==> src/rtl/dcache_ctrl.sv <==
// Direct-mapped, write-through, no-write-allocate data cache controller with line refill.
// Define DCACHE_PERF_CNT_EN to add the saturating hit_cnt / miss_cnt outputs.
module dcache_ctrl #(
    parameter int LINES = 16,
    parameter int WPL   = 4
) (
    input  logic                          clock,
    input  logic                          reset,
    input  logic                          req_rd,
    input  logic                          req_wr,
    input  logic [31:0]                   req_addr,
    input  logic [31:0]                   req_wdata,
    input  logic                          flush,
    input  logic                          mem_ack,
    input  logic [31:0]                   mem_rdata,
`ifdef DCACHE_PERF_CNT_EN
    output logic [31:0]                   hit_cnt,
    output logic [31:0]                   miss_cnt,
`endif
    output logic                          hit,
    output logic                          mem_req,
    output logic                          mem_we,
    output logic [31:0]                   mem_addr,
    output logic [31:0]                   mem_wdata,
    output logic                          fill_we,
    output logic [$clog2(LINES*WPL)-1:0]  fill_addr,
    output logic [31:0]                   fill_data
);

    localparam int WORD_BITS = $clog2(WPL);
    localparam int IDX_BITS  = $clog2(LINES);
    localparam int IDX_LSB   = 2 + WORD_BITS;
    localparam int TAG_LSB   = IDX_LSB + IDX_BITS;
    localparam int TAG_BITS  = 32 - TAG_LSB;

    localparam logic [1:0] S_IDLE  = 2'd0;
    localparam logic [1:0] S_FILL  = 2'd1;
    localparam logic [1:0] S_WRITE = 2'd2;

    logic [1:0]           state_q, state_d;
    logic [LINES-1:0]     valid_q, valid_d;
    logic [TAG_BITS-1:0]  tag_q [LINES];
    logic [TAG_BITS-1:0]  tag_d [LINES];
    logic [WORD_BITS-1:0] beat_q, beat_d;
    logic [31:0]          base_q, base_d;
    logic [31:0]          waddr_q, waddr_d;
    logic [31:0]          wdata_q, wdata_d;

    logic [IDX_BITS-1:0]  req_idx;
    logic [TAG_BITS-1:0]  req_tag;
    logic [IDX_BITS-1:0]  base_idx;
    logic [TAG_BITS-1:0]  base_tag;
    logic                 lookup_hit;
    logic                 last_beat;

    // A flush in the same cycle forces a miss even if the line is currently valid.
    assign req_idx    = req_addr[IDX_LSB +: IDX_BITS];
    assign req_tag    = req_addr[31:TAG_LSB];
    assign base_idx   = base_q[IDX_LSB +: IDX_BITS];
    assign base_tag   = base_q[31:TAG_LSB];
    assign lookup_hit = valid_q[req_idx] && (tag_q[req_idx] == req_tag) && !flush;
    assign last_beat  = (beat_q == {WORD_BITS{1'b1}});

    always_comb begin
        state_d = state_q;
        valid_d = valid_q;
        tag_d   = tag_q;
        beat_d  = beat_q;
        base_d  = base_q;
        waddr_d = waddr_q;
        wdata_d = wdata_q;
        case (state_q)
            S_IDLE: begin
                if (flush) begin
                    valid_d = '0;
                end
                if (req_wr) begin
                    state_d = S_WRITE;
                    waddr_d = req_addr;
                    wdata_d = req_wdata;
                end else if (req_rd && !lookup_hit) begin
                    // The victim line is invalidated up front so an abandoned refill leaves it invalid.
                    state_d          = S_FILL;
                    beat_d           = '0;
                    base_d           = {req_addr[31:IDX_LSB], {IDX_LSB{1'b0}}};
                    valid_d[req_idx] = 1'b0;
                end
            end
            S_FILL: begin
                if (mem_ack) begin
                    beat_d = beat_q + WORD_BITS'(1);
                    if (last_beat) begin
                        valid_d[base_idx] = 1'b1;
                        tag_d[base_idx]   = base_tag;
                        beat_d            = '0;
                        state_d           = S_IDLE;
                    end
                end
            end
            S_WRITE: begin
                if (mem_ack) begin
                    state_d = S_IDLE;
                end
            end
            default: state_d = S_IDLE;
        endcase
    end

    always_ff @(posedge clock or negedge reset) begin
        if (!reset) begin
            state_q <= S_IDLE;
            valid_q <= '0;
            beat_q  <= '0;
            base_q  <= '0;
            waddr_q <= '0;
            wdata_q <= '0;
            for (int i = 0; i < LINES; i++) begin
                tag_q[i] <= '0;
            end
        end else begin
            state_q <= state_d;
            valid_q <= valid_d;
            beat_q  <= beat_d;
            base_q  <= base_d;
            waddr_q <= waddr_d;
            wdata_q <= wdata_d;
            for (int i = 0; i < LINES; i++) begin
                tag_q[i] <= tag_d[i];
            end
        end
    end

    always_comb begin
        hit       = 1'b1;
        mem_req   = 1'b0;
        mem_we    = 1'b0;
        mem_addr  = base_q + {{(30-WORD_BITS){1'b0}}, beat_q, 2'b00};
        mem_wdata = wdata_q;
        fill_we   = 1'b0;
        fill_addr = {base_idx, beat_q};
        fill_data = mem_rdata;
        case (state_q)
            S_IDLE: begin
                if (req_wr) begin
                    hit = 1'b0;
                end else if (req_rd) begin
                    hit = lookup_hit;
                end
            end
            S_FILL: begin
                hit     = 1'b0;
                mem_req = 1'b1;
                fill_we = mem_ack;
            end
            S_WRITE: begin
                hit      = mem_ack;
                mem_req  = 1'b1;
                mem_we   = 1'b1;
                mem_addr = waddr_q;
            end
            default: ;
        endcase
    end

`ifdef DCACHE_PERF_CNT_EN
    logic        hit_evt, miss_evt;
    logic [31:0] hit_cnt_q, hit_cnt_d;
    logic [31:0] miss_cnt_q, miss_cnt_d;

    assign hit_evt  = (state_q == S_IDLE) && !req_wr && req_rd && lookup_hit;
    assign miss_evt = (state_q == S_IDLE) && !req_wr && req_rd && !lookup_hit;

    always_comb begin
        hit_cnt_d  = hit_cnt_q;
        miss_cnt_d = miss_cnt_q;
        if (hit_evt && (hit_cnt_q != 32'hFFFF_FFFF)) begin
            hit_cnt_d = hit_cnt_q + 32'd1;
        end
        if (miss_evt && (miss_cnt_q != 32'hFFFF_FFFF)) begin
            miss_cnt_d = miss_cnt_q + 32'd1;
        end
    end

    always_ff @(posedge clock or negedge reset) begin
        if (!reset) begin
            hit_cnt_q  <= '0;
            miss_cnt_q <= '0;
        end else begin
            hit_cnt_q  <= hit_cnt_d;
            miss_cnt_q <= miss_cnt_d;
        end
    end

    assign hit_cnt  = hit_cnt_q;
    assign miss_cnt = miss_cnt_q;
`endif

endmodule

==> config.mk <==
export PLATFORM = sky130hd
export DESIGN_NAME = dcache_ctrl
export DESIGN_NICKNAME = d
export VERILOG_FILES = /design/src/rtl/dcache_ctrl.sv
export SDC_FILE = /design/constraint.sdc
export NUM_CORES = 1
export LEC_CHECK = 0
export CELL_PAD_IN_SITES_DETAIL_PLACEMENT = 1
export CELL_PAD_IN_SITES_GLOBAL_PLACEMENT = 2
export CORE_AREA = 2 2 232 234
export DETAILED_ROUTE_END_ITERATION = 10
export DIE_AREA = 0 0 234 236
export GPL_TIMING_DRIVEN = 0
export PLACE_DENSITY = 0.91
export SLEW_MARGIN = 0
export SYNTH_ARGS = -nofsm -noshare
export SYNTH_HDL_FRONTEND = slang
export SYNTH_SLANG_ARGS = --single-unit
export TNS_END_PERCENT = 50
==> constraint.sdc <==
create_clock -name clock -period 10.7 [get_ports clock]
set_clock_uncertainty 0.05 [all_clocks]
set_input_delay 2.14 -clock clock [delete_from_list [all_inputs] [get_ports clock]]
set_output_delay 2.14 -clock clock [all_outputs]
set_load 0.01 [all_outputs]
==> impl_metrics.tcl <==
set metrics [dict create \
    yosysWarnings 0 \
    period_share_pct 96.3 \
    hpwl_um 53700 \
    cts_tree "built" \
    cts_max_level 2 \
    total_power_mw 5.67 \
    p_leak_nw 13.2 \
    drive_gt1_share_pct 37.7 \
    wirelength_um 80400 \
    cap_viol_max_count 0 \
    worst_pin_slew_ps 1340 \
    slowest_delay_ps 870 \
    die_h_um 236 \
    track_usage_pct 29.4 \
    ys_types 64 \
    grt-ovfl-total 0 \
    min_path_type "flop to flop" \
    synth_top_cell_by_area "dfrtp_1" \
    cp_slowest_cell "clkbuf_1" \
    grt_max_degree 128 \
    clk_latency_ps 620 \
    critPathBufInv 6 \
    wl_per_cell_um 30.5 \
    cts_buffer_depth 3 \
    synth_flop_cell "dfrtp_1" \
    syn_nets 1768 \
    syn_inst 1661 \
    vias 16053 \
    antenna_cells 0 \
    path_delay_family "buffers and inverters" \
    clk_pin_slew_ps 60 \
    syn_area_per_cell_um2 14.2 \
    multi_input_area_mm2 0.0102 \
    fill_cells 5121 \
    async_reset_ff_share_pct 100 \
    path_max_fanout 10 \
    critPathLaunchType "input port" \
    cts.sinks 496 \
    drc 0 \
    cts_setup_buffers 0 \
    area_growth_pct 19.5 \
    relSlewSlack_pct 10.4 \
    viasPerCell 6.10 \
    synth_edf_count 0 \
    die_width_um 234 \
    antenna_found_initial 1 \
    fp.coreArea_mm2 0.0531 \
    yosysTopAreaCellShare_pct 52.7 \
    antenna_left 0 \
    drtIter0Drc 1221 \
    drv_slew 0 \
    fin_crit_ps 10300 \
    r2r_slack_ps 6150 \
    cp-end-kind "output pin" \
    rsz0062_at_grt "false" \
    syn_area_mm2 0.0236 \
    nNetsFinal 1999 \
    vdd_drop_max_v 0.000125 \
    crit_chain "clkdlybuf4s50_1, buf_2, clkbuf_1, clkbuf_1, nor2_1, a221oi_1, a22oi_1, a2111oi_1, nand4_1, o21ai_2, buf_2, a221o_1, clkdlybuf4s50_1" \
    place.gp.congestion 0.942 \
    grt_pass1_wl_um 118000 \
    cts_resized 0 \
    cts_buffers 53 \
    post-place-ws_ps 724 \
    grt_pass1_vias 17473 \
    regArea_mm2 0.0124 \
    criticalPathCategory "input port to output pin" \
    fin_worst_hold_slack_ps 447 \
    drt_first_pass_iters 7 \
    setup_viol 0 \
    synth_seq_cells 496 \
    die_area_mm2 0.0552 \
    worst_slack_ps 397 \
    fmax_ghz 0.0971 \
    p_per_area_mw_per_mm2 201 \
    ios 208 \
    cts_hold_buf 0 \
    arrival_ps 8110 \
    ys_top_cells_by_area "dfrtp_1 (53%), mux2_2 (23%), mux4_2 (7.6%)" \
    ctsRootBufferMaster "clkbuf_16" \
    port_buffers 171 \
    finalHoldViolCount 0 \
    required_ps 8510 \
    outcome "finished, final reports clean" \
    row_count 85 \
    seq_area_frac_synth_pct 52.7 \
    start_util_pct 44.4 \
]
## worst paths after layout
check | start | to | cells after the start
worst max-delay path | req_addr[7] | hit | 13
worst min-delay path | waddr_q[17]$_DFFE_PN0P_ | waddr_q[17]$_DFFE_PN0P_ | 2
worst max register to register | tag_q[88]$_DFFE_PN0P_ | base_q[19]$_DFFE_PN0P_ | 11
worst min register to register | waddr_q[17]$_DFFE_PN0P_ | waddr_q[17]$_DFFE_PN0P_ | 2
max in group asynchronous | reset | mem_wdata[15]$_DFFE_PN0P_ | 5
min in group asynchronous | reset | tag_q[289]$_DFFE_PN0P_ | 1
## per-layer routing
metal,wire [um],global-route usage (%),vias up
met4,3540,11.9,0
met2,38500,47.5,706
met3,6260,7.29,196
li1,-,-,6539
met1,32000,37.7,8612
met5,0,0,-
## cell usage after synthesis (4+ instances only)
cell,count
xor2_1,11
nor4_1,7
inv_1,20
a21oi_1,29
nand3_1,15
nor2_1,24
mux2i_1,93
ha_1,5
mux4_2,80
nand4_1,4
a22oi_1,12
buf_4,47
dfrtp_1,496
nor3_1,14
nor3b_1,5
o41ai_1,4
buf_1,9
a22o_1,4
nand2b_1,10
and3_1,4
o22ai_1,10
o221ai_1,4
o311ai_0,5
buf_2,14
and2_1,6
nor2b_1,8
mux2_1,20
nand2_1,46
o21ai_0,32
xnor2_1,6
mux2_2,476
clkbuf_1,87
buf_6,4
or3_1,4
## cells by family (layout without fill, tap and decap cells)
logic type	after synthesis	after routing	synth area share, %
adder cells (fa/ha/maj)	5	5	0.266
XOR/XNOR	17	17	0.632
flip-flops	496	496	52.7
AND/OR/NAND/NOR	157	157	3.35
multiplexers	669	669	35.3
AO/OA/AOI/OAI	133	133	3.80
buffers and inverters	184	460	3.98
## cells in the final DEF, fill, tap and decap left out, types with 24 or more instances in the layout
cell,synthesis,layout
a21oi_1,29,29
buf_4,47,47
clkbuf_1,87,93
clkbuf_16,0,53
clkdlybuf4s50_1,0,170
dfrtp_1,496,496
mux2_2,476,476
mux2i_1,93,93
mux4_2,80,80
nand2_1,46,46
nor2_1,24,24
o21ai_0,32,32
## state kept, by name (all words and copies together) (netlist names)
register,flops
tag_q,384
mem_wdata,32
waddr_q,32
base_q,28
valid_q,16
beat_q,2
state_q,2
## per-stage QoR
step | instances | TNS (ps) | util, % | instance area, um^2
3_5_place_dp | 2533 | 0 | 49.5 | 26300
3_3_place_gp | 2528 | -6940340 | 49.3 | 26100
4_1_cts | 2633 | 0 | 53.1 | 28200
5_1_grt | 2633 | 0 | 53.1 | 28200
6_report | 2633 | 0 | 53.1 | 28200
2_1_floorplan | 1661 | 0 | - | 23600
## worst min-delay path: stages (launching register included)
cell     delay, ps
dfrtp_1        340
nand2_1         50
o21ai_0         60
## where the power goes
part,switching [mW],internal [mW]
registers,0.208,2.07
clock network,0.810,1.17
logic,0.757,0.660
## layout make-up
type                            count  area share (%)
Buffer                            163            3.05
Clock inverter                     22           0.951
Timing Repair Buffer              176            6.53
Clock buffer                       78            5.72
Sequential cell                   496            44.1
Multi-Input combinational cell    981            36.3
Inverter                           21           0.280
Tap cell                          696            3.09
No activity file was read; power rests on OpenSTA's default activity.
